==> config.mk <==
export PLATFORM = sky130hd
export DESIGN_NAME = piso_serializer_fsm
export DESIGN_NICKNAME = d
export VERILOG_FILES = /design/src/rtl/piso_serializer_fsm_pkg.sv /design/src/rtl/piso_serializer_fsm.sv
export SDC_FILE = /design/constraint.sdc
export NUM_CORES = 1
export LEC_CHECK = 0
export BUFFER_PORTS_ARGS = -buffer_cell sky130_fd_sc_hd__buf_4
export CAP_MARGIN = 20
export CORE_AREA = 2 2 39 41
export CTS_BUF_LIST = sky130_fd_sc_hd__clkbuf_2
export DETAILED_ROUTE_END_ITERATION = 8
export DIE_AREA = 0 0 41 43
export HOLD_SLACK_MARGIN = 0.15
export SETUP_SLACK_MARGIN = 0.1
export SYNTH_ARGS = -nofsm -noshare
export SYNTH_HDL_FRONTEND = slang
export SYNTH_SLANG_ARGS = --single-unit
==> constraint.sdc <==
create_clock -name clk -period 2.8 [get_ports clk]
set_input_delay 0.28 -clock clk [delete_from_list [all_inputs] [get_ports clk]]
set_output_delay 0.28 -clock clk [all_outputs]
set_load 0.02 [all_outputs]
==> src/rtl/piso_serializer_fsm_pkg.sv <==
// Shared FSM definitions for the parallel-in serial-out serializer.
package piso_serializer_fsm_pkg;

    localparam int unsigned StateW = 2;

    // StParity is only reachable when PISO_PARITY_EN is defined.
    typedef enum logic [StateW-1:0] {
        StIdle   = 2'd0,
        StShift  = 2'd1,
        StParity = 2'd2
    } state_e;

endpackage

==> src/rtl/piso_serializer_fsm.sv <==
// Parallel-in serial-out serializer with valid/ready input handshake and a
// downstream stall. Outputs are registered; the first bit leaves one cycle after
// the handshake. Define PISO_PARITY_EN to append one even-parity bit per frame.
module piso_serializer_fsm
    import piso_serializer_fsm_pkg::*;
#(
    parameter int unsigned DATA_WIDTH = 4,
    parameter int unsigned MSB_FIRST  = 1
) (
    input  logic                  clk,
    input  logic                  rst_n,
    input  logic [DATA_WIDTH-1:0] in_data,
    input  logic                  in_valid,
    output logic                  in_ready,
    input  logic                  stall,
    output logic                  serial_out,
    output logic                  bit_valid,
    output logic                  frame_done,
    output logic                  busy
);

    localparam int unsigned CntW = $clog2(DATA_WIDTH) + 1;
    localparam logic [CntW-1:0] LastIdx = CntW'(DATA_WIDTH - 1);

    state_e                  state_q, state_d;
    logic [CntW-1:0]         cnt_q, cnt_d;
    logic [DATA_WIDTH-1:0]   shreg_q, shreg_d;
    logic                    serial_q, serial_d;
    logic                    bv_q, bv_d;
    logic                    fd_q, fd_d;
`ifdef PISO_PARITY_EN
    logic                    parity_q, parity_d;
`endif

    logic                    last_bit;
    logic [CntW-1:0]         cnt_inc;
    logic [DATA_WIDTH-1:0]   shreg_adv;
    logic                    adv_bit;
    logic                    first_bit;
    logic                    handshake;
    logic                    do_load;

    // cnt_q indexes the data bit currently on serial_out; shreg_q keeps it at the
    // outgoing end so each advance only needs one shift.
    assign last_bit  = (cnt_q == LastIdx);
    assign cnt_inc   = cnt_q + CntW'(1);
    assign shreg_adv = (MSB_FIRST != 0) ? (shreg_q << 1) : (shreg_q >> 1);
    assign adv_bit   = (MSB_FIRST != 0) ? shreg_adv[DATA_WIDTH-1] : shreg_adv[0];
    assign first_bit = (MSB_FIRST != 0) ? in_data[DATA_WIDTH-1] : in_data[0];
    assign handshake = in_valid && in_ready;

    // Ready in idle, or while the frame's final bit is out and not stalled.
    always_comb begin
        in_ready = 1'b0;
        unique case (state_q)
            StIdle:   in_ready = 1'b1;
`ifdef PISO_PARITY_EN
            StShift:  in_ready = 1'b0;
            StParity: in_ready = !stall;
`else
            StShift:  in_ready = last_bit && !stall;
`endif
            default:  in_ready = 1'b0;
        endcase
    end

    // Next-state and next-output logic; a load in the final-bit cycle chains frames.
    always_comb begin
        state_d  = state_q;
        cnt_d    = cnt_q;
        shreg_d  = shreg_q;
        serial_d = serial_q;
        bv_d     = 1'b0;
        fd_d     = 1'b0;
        do_load  = 1'b0;
`ifdef PISO_PARITY_EN
        parity_d = parity_q;
`endif
        unique case (state_q)
            StIdle: begin
                do_load = handshake;
            end
            StShift: begin
                if (!stall) begin
                    if (!last_bit) begin
                        cnt_d    = cnt_inc;
                        shreg_d  = shreg_adv;
                        serial_d = adv_bit;
                        bv_d     = 1'b1;
`ifdef PISO_PARITY_EN
                        fd_d     = 1'b0;
`else
                        fd_d     = (cnt_inc == LastIdx);
`endif
                    end else begin
`ifdef PISO_PARITY_EN
                        state_d  = StParity;
                        serial_d = parity_q;
                        bv_d     = 1'b1;
                        fd_d     = 1'b1;
`else
                        do_load  = handshake;
                        state_d  = StIdle;
                        cnt_d    = '0;
`endif
                    end
                end
            end
`ifdef PISO_PARITY_EN
            StParity: begin
                if (!stall) begin
                    do_load = handshake;
                    state_d = StIdle;
                    cnt_d   = '0;
                end
            end
`endif
            default: begin
                state_d = StIdle;
                cnt_d   = '0;
            end
        endcase

        if (do_load) begin
            state_d  = StShift;
            cnt_d    = '0;
            shreg_d  = in_data;
            serial_d = first_bit;
            bv_d     = 1'b1;
            fd_d     = 1'b0;
`ifdef PISO_PARITY_EN
            parity_d = ^in_data;
`endif
        end
    end

    // FSM state, datapath and registered outputs; reset discards any frame in flight.
    always_ff @(posedge clk or negedge rst_n) begin
        if (!rst_n) begin
            state_q  <= StIdle;
            cnt_q    <= '0;
            shreg_q  <= '0;
            serial_q <= 1'b0;
            bv_q     <= 1'b0;
            fd_q     <= 1'b0;
`ifdef PISO_PARITY_EN
            parity_q <= 1'b0;
`endif
        end else begin
            state_q  <= state_d;
            cnt_q    <= cnt_d;
            shreg_q  <= shreg_d;
            serial_q <= serial_d;
            bv_q     <= bv_d;
            fd_q     <= fd_d;
`ifdef PISO_PARITY_EN
            parity_q <= parity_d;
`endif
        end
    end

    assign serial_out = serial_q;
    assign bit_valid  = bv_q;
    assign frame_done = fd_q;
    assign busy       = (state_q != StIdle);

endmodule

==> results of run 1 <==
==> cell usage after synthesis <==
master      n
nand2b_1    2
nand3b_1    1
o21ai_1     3
a2111oi_0   1
and2b_1     1
inv_2       1
nand2_1     8
buf_4       1
a21o_1      1
o21ai_4     2
inv_1       4
nor3_1      1
a21oi_1     2
nand2b_4    1
o21ai_0     1
o22ai_1     3
nor2b_2     1
ha_1        4
a31oi_1     2
nor2_1      1
a32o_1      1
dfrtp_1    10
==> layout make-up <==
type | count | share of cell area (%)
Tap cell | 16 | 3.02
Multi-Input combinational cell | 36 | 39.1
Timing Repair Buffer | 13 | 15.1
Clock buffer | 3 | 2.26
Sequential cell | 10 | 37.7
Inverter | 5 | 2.83
==> critical path, stage by stage (launching register included) <==
cell and delay [ns]:
dfrtp_1 0.42, ha_1 0.22, ha_1 0.21, nor2b_2 0.18
nand2b_4 0.15, buf_4 0.16
==> flip-flops by register name, indices dropped and copies added (netlist names) <==
register    flops
cnt_q           3
shreg_q         3
bit_valid       1
frame_done      1
serial_out      1
state_q         1
==> metal layers <==
metal	vias to the layer above	global-route usage [%]	wire length, um
li1	212	-	-
met1	183	17.1	436
met2	12	21.6	446
met3	4	3.14	68
met4	0	8.00	20
met5	-	0	0
==> metrics by stage <==
step	power [mW]	std cells	setup WS [ns]	hold WS, ns
after floorplan	0.427	52	1.30	-0.0156
after global placement	0.502	79	1.23	0.115
after detailed placement	0.506	79	1.22	0.119
after CTS	0.586	83	0.919	0.238
after global routing	0.629	83	0.865	0.255
final	0.578	83	0.929	0.244
==> logic make-up after synthesis <==
family	Yosys count
AND/OR/NAND/NOR	16
buffers and inverters	6
flip-flops	10
AO/OA/AOI/OAI	16
adder cells (fa/ha/maj)	4
==> power breakdown <==
group	switching, mW	total (mW)	leakage [nW]	internal [mW]
combinational	0.137	0.262	0.186	0.125
sequential	0.0412	0.237	0.124	0.196
clock	0.0500	0.0793	0.0125	0.0292
total	0.229	0.578	0.322	0.349
==> layout by cell type (no fill, tap or decap), drive strengths merged <==
| cell type | instances |
|---|---|
| buf | 12 |
| dfrtp | 10 |
| nand2 | 8 |
| o21ai | 6 |
| inv | 5 |
| ha | 4 |
| o22ai | 3 |
| clkbuf | 3 |
| nand2b | 3 |
| a21oi | 2 |
| a31oi | 2 |
| nor3 | 1 |
| and2b | 1 |
| nor2b | 1 |
| a32o | 1 |
| nand3b | 1 |
| nor2 | 1 |
| a2111oi | 1 |
| a21o | 1 |
| dlygate4sd3 | 1 |
==> final timing paths <==
path	slack, ns	to	startpoint
min reg2reg	0.50	shreg_q[2]	shreg_q[2]
max	0.93	in_ready	cnt_q[0]
max reg2reg	1.23	cnt_q[1]	cnt_q[0]
min in group asynchronous	0.39	frame_done	rst_n
max in group asynchronous	2.27	shreg_q[0]	rst_n
min	0.24	frame_done	stall
==> flow_metrics.env, run 1 <==
export IMPL_fin_nets=81
export IMPL_postCtsSetupBuffers=0
export IMPL_wl_per_cell_um=11.7
export IMPL_hold_buffers=1
export IMPL_path_class="register to primary output"
export IMPL_htree_levels=1
export IMPL_yosys_area_top_type="dfrtp_1"
export IMPL_drc_errors=0
export IMPL_synthAdderAreaFrac_pct=9.35
export IMPL_cp_end_kind="primary output"
export IMPL_grt_pass1_wl_um=1620
export IMPL_power_density_nw_per_um2=872
export IMPL_r2r_cells=6
export IMPL_status="completed"
export IMPL_fin_util_pct=47.9
export IMPL_drtIter0Drc=6
export IMPL_coreArea_um2=1380
export IMPL_required_ns=2.52
export IMPL_synthSimpleGateAreaFrac_pct=16.6
export IMPL_slew_violations=0
export IMPL_maxSlewHeadroom_pct=73.7
export IMPL_place_congestion=0.695
export IMPL_cp_max_fo=4
export IMPL_syn_cell_area_um2=536
export IMPL_die_w_um=41
export IMPL_holdPathStages=2
export IMPL_maxCapViolations=0
export IMPL_synth_mux_area_share_pct=0
export IMPL_grt_usage_pct=14.0
export IMPL_hold_class="input pin to register"
export IMPL_multi_input_area_um2=259
export IMPL_avgSynthCellArea_um2=10.3
export IMPL_synth_compound_area_share_pct=22.4
export IMPL_finalSetupViolCount=0
export IMPL_fillers=136
export IMPL_drive_above_1_share_pct=29.9
export IMPL_cts_resized=0
export IMPL_initial_core_util_pct=38.7
export IMPL_cts_sinks=10
export IMPL_fmax_mhz=534
export IMPL_antenna_cells=0
export IMPL_finClkSkew_ns=0.00112
export IMPL_io_pin_count=13
export IMPL_cts_root_buf="clkbuf_2"
export IMPL_dieHeight_um=43
export IMPL_grt_max_degree=12
export IMPL_place_area_um2=638
export IMPL_dp_hpwl_um=731
export IMPL_rsz0062_at_grt="no"
export IMPL_vdd_drop_max_v=0.000391
export IMPL_synth_distinct_cells=22
export IMPL_synth_top_family_by_area="compound AO/OA/AOI/OAI gates"
export IMPL_clockBufferDepth=2
export IMPL_setup_tns_ns=0
export IMPL_synth_xor_area_share_pct=0
export IMPL_ys_seq_elements=10
export IMPL_post_route_period_util_pct=66.8
export IMPL_synth_top_cell_area_share_pct=46.7
export IMPL_start_kind="register"
export IMPL_via_count=411
export IMPL_synth_warnings=0
export IMPL_insertion_delay_ns=0.25
export IMPL_clk_pin_slew_ns=0.10
export IMPL_cp_data_arrival_time_ns=1.59
export IMPL_antenna_found_initial=0
export IMPL_p_leak_nw=0.322
export IMPL_syn_to_final_growth_pct=23.8
export IMPL_drt_total_wl_um=971
export IMPL_grt_pass1_vias=410
export IMPL_vias_per_cell=4.95
export IMPL_portBuffers=12
export IMPL_cts_tree="done"
export IMPL_fp_dieArea_um2=1760
export IMPL_drt_pass1_iter_count=3
export IMPL_cts_inserted_buffers=3
export IMPL_ff_latch_area_um2=250
export IMPL_design_area_um2=663
export IMPL_report_final_hold_viol_count=0
export IMPL_syn_num_nets=64
export IMPL_placementRows=14
export IMPL_fin_crit_ns=1.87
export IMPL_tightest_slew_ns=0.395
export IMPL_synthCells=52
export IMPL_synthTopCellsByArea="dfrtp_1 (47%), ha_1 (9.3%), o21ai_4 (6.1%)"
export IMPL_ys_seq_area_share_pct=46.7
export IMPL_ant_nets=0
export IMPL_gr_total_overflow=0
No activity file was read; power rests on OpenSTA's default activity.
==> run 2, diff against run 1 <==
--- a/config.mk
+++ b/config.mk
@@ -5,6 +5,7 @@
 export SDC_FILE = /design/constraint.sdc
 export NUM_CORES = 1
 export LEC_CHECK = 0
+export ABC_AREA = 1
 export BUFFER_PORTS_ARGS = -buffer_cell sky130_fd_sc_hd__buf_4
 export CAP_MARGIN = 20
 export CORE_AREA = 2 2 39 41
@@ -12,6 +13,7 @@
 export DETAILED_ROUTE_END_ITERATION = 8
 export DIE_AREA = 0 0 41 43
 export HOLD_SLACK_MARGIN = 0.15
+export PLACE_DENSITY = 0.66
 export SETUP_SLACK_MARGIN = 0.1
 export SYNTH_ARGS = -nofsm -noshare
 export SYNTH_HDL_FRONTEND = slang
==> constraint.sdc (replaced) <==
create_clock -name clk -period 1.65 [get_ports clk]
set_input_delay 0.165 -clock clk [delete_from_list [all_inputs] [get_ports clk]]
set_output_delay 0.165 -clock clk [all_outputs]
set_load 0.02 [all_outputs]
==> run 2 against run 1 <==
Sequential power grew 64%. Die area unchanged. Via count increased by 20%. Global-route usage grew 1.2 points. Routed wire length is 13% higher. Area after synthesis rose by 1.6%. Sequential share of layout area down 4.1 points. Combinational power grew 110%. Sequential cell count unchanged. Register-to-register slack lost 0.93 ns. Critical path type unchanged. Highest routed layer is now met3.
==> flow_metrics.env, run 2 <==
export IMPL_io_pin_count=13
export IMPL_multi_input_area_um2=272
export IMPL_fp_dieArea_um2=1760
export IMPL_p_switching_mw=0.439
export IMPL_post_route_period_util_pct=88.9
export IMPL_finalSetupViolCount=0
export IMPL_pwr_share_comb_pct=52.2
export IMPL_clockPowerShare_pct=11.4
export IMPL_required_ns=1.48
export IMPL_syn_to_final_growth_pct=36.6
export IMPL_cp_max_fo=3
export IMPL_dieHeight_um=43
export IMPL_largestRegisters="cnt_q x3, shreg_q x3"
export IMPL_drc_errors=0
export IMPL_vias_per_cell=4.81
export IMPL_async_reset_ff_share_pct=100
export IMPL_htree_levels=1
export IMPL_drive_above_1_share_pct=32.2
export IMPL_drtIter0Drc=10
export IMPL_final_common_cell="nand2_1"
export IMPL_antenna_found_initial=0
export IMPL_p_leak_nw=0.408
export IMPL_grt_pass1_vias=432
export IMPL_ant_nets=0
export IMPL_gr_total_overflow=0
export IMPL_synthCells=66
export IMPL_rsz0062_at_grt="no"
export IMPL_rrSetupSlack_ns=0.30
export IMPL_insertion_delay_ns=0.25
export IMPL_fin_nets=101
export IMPL_yosys_area_top_type="dfrtp_1"
export IMPL_internal_power_mw=0.631
export IMPL_drt_pass1_iter_count=4
export IMPL_synth_edf_count=0
export IMPL_status="completed"
export IMPL_synth_common_cells="nand2_1 (18), inv_1 (12), dfrtp_1 (10)"
export IMPL_power_density_nw_per_um2=1440
export IMPL_start_kind="register"
export IMPL_initial_core_util_pct=39.3
export IMPL_yosysMostFrequentCell="nand2_1"
export IMPL_vdd_drop_max_v=0.000730
export IMPL_die_w_um=41
export IMPL_cts_inserted_buffers=3
export IMPL_swShare_pct=41.0
export IMPL_fin_crit_ns=1.47
export IMPL_ys_seq_elements=10
export IMPL_ys_flop_type="dfrtp_1"
export IMPL_hold_class="input pin to register"
export IMPL_report_final_hold_viol_count=0
export IMPL_syn_cell_area_um2=544
export IMPL_pwr_share_seq_pct=36.3
export IMPL_avgSynthCellArea_um2=8.25
export IMPL_dp_hpwl_um=804
export IMPL_ff_latch_area_um2=250
export IMPL_drt_total_wl_um=1100
export IMPL_grt_usage_pct=15.3
export IMPL_antenna_cells=0
export IMPL_place_congestion=0.776
export IMPL_design_area_um2=743
export IMPL_synthTopCellsByArea="dfrtp_1 (46%), nand2_1 (12%), ha_1 (9.2%)"
export IMPL_place_area_um2=654
export IMPL_path_class="register to primary output"
export IMPL_wl_per_cell_um=10.7
export IMPL_ys_seq_area_share_pct=46.0
export IMPL_grt_max_degree=11
export IMPL_grt_pass1_wl_um=1750
export IMPL_via_count=495
export IMPL_placementRows=14
export IMPL_portBuffers=12
export IMPL_syn_num_nets=78
export IMPL_cts_tree="done"
export IMPL_clockBufferDepth=2
export IMPL_synth_distinct_cells=12
export IMPL_synth_top_cell_area_share_pct=46.0
export IMPL_cts_sinks=10
export IMPL_clk_pin_slew_ns=0.08
export IMPL_fillers=134
export IMPL_cp_data_arrival_time_ns=1.30
export IMPL_final_cell_mix="nand2_1 (18), buf_4 (16), inv_1 (11)"
export IMPL_coreArea_um2=1380
export IMPL_cts_root_buf="clkbuf_2"
export IMPL_slew_violations=0
export IMPL_fin_util_pct=53.7
export IMPL_tightest_slew_ns=0.387
export IMPL_setup_tns_ns=0
export IMPL_maxSlewHeadroom_pct=73.9
export IMPL_cp_end_kind="primary output"
export IMPL_finClkSkew_ns=0.00677
export IMPL_synth_warnings=0
export IMPL_fmax_mhz=682
export IMPL_maxCapViolations=0
==> run 2: cells by family after synthesis <==
kind of cell	after synthesis	synth area share, %
adder cells (fa/ha/maj)	4	9.20
flip-flops	10	46.0
AND/OR/NAND/NOR	37	32.4
AO/OA/AOI/OAI	3	4.14
buffers and inverters	12	8.28
==> run 2: path summary, 6_finish.rpt <==
path                              endpoint  startpoint  cells after the start
min in group asynchronous       frame_done       rst_n                      2
worst min register to register  shreg_q[2]  shreg_q[2]                      2
max in group asynchronous       shreg_q[0]       rst_n                      2
worst max-delay path              in_ready    cnt_q[1]                      5
worst min-delay path            shreg_q[0]  in_data[0]                      3
worst max register to register    cnt_q[0]    cnt_q[1]                      7
==> run 2: power by group through the flow <==
stage	Sequential (mW)	Combinational, mW	Clock (mW)
after floorplan	0.424	0.270	0
after global placement	0.392	0.446	0
after detailed placement	0.393	0.453	0
after CTS	0.383	0.500	0.128
after global routing	0.397	0.631	0.141
final	0.389	0.559	0.122
==> run 2: worst max-delay path: stages, from the launching register on <==
cell and delay (ns):
dfrtp_1 0.36, ha_2 0.21, ha_4 0.14, inv_2 0.05
o21ai_4 0.17, buf_6 0.14
==> run 2: what timing repair did <==
item	in CTS	in global routing
buffers inserted	2	3
hold endpoints to repair	10	0
endpoints found under the setup margin	1	2
pin swaps	0	2
hold buffers	1	0
gates resized for setup	1	5
==> run 2: final cells by class <==
type	count	area share, %
Tap cell	16	2.69
Inverter	12	6.06
Multi-Input combinational cell	44	36.5
Sequential cell	10	33.7
Timing Repair Buffer	18	19.0
Clock buffer	3	2.02
==> run 2: metrics by stage <==
stage / std cells / power (mW) / setup WS, ns / hold WS, ns
3_3_place_gp: 94 / 0.838 / 0.269 / 0.00146
4_1_cts: 100 / 1.01 / 0.113 / 0.164
3_5_place_dp: 94 / 0.847 / 0.265 / 0.00108
2_1_floorplan: 66 / 0.694 / 0.259 / -0.131
6_report: 103 / 1.07 / 0.183 / 0.173
5_1_grt: 103 / 1.17 / 0.0984 / 0.162
==> run 2: routing by layer <==
| metal | GRT usage, % | vias to the layer above | wire (um) |
|---|---|---|---|
| met4 | 5.33 | 0 | 0 |
| met5 | 0 | - | 0 |
| met1 | 17.8 | 229 | 462 |
| li1 | - | 254 | - |
| met3 | 9.42 | 0 | 65 |
| met2 | 22.2 | 12 | 572 |
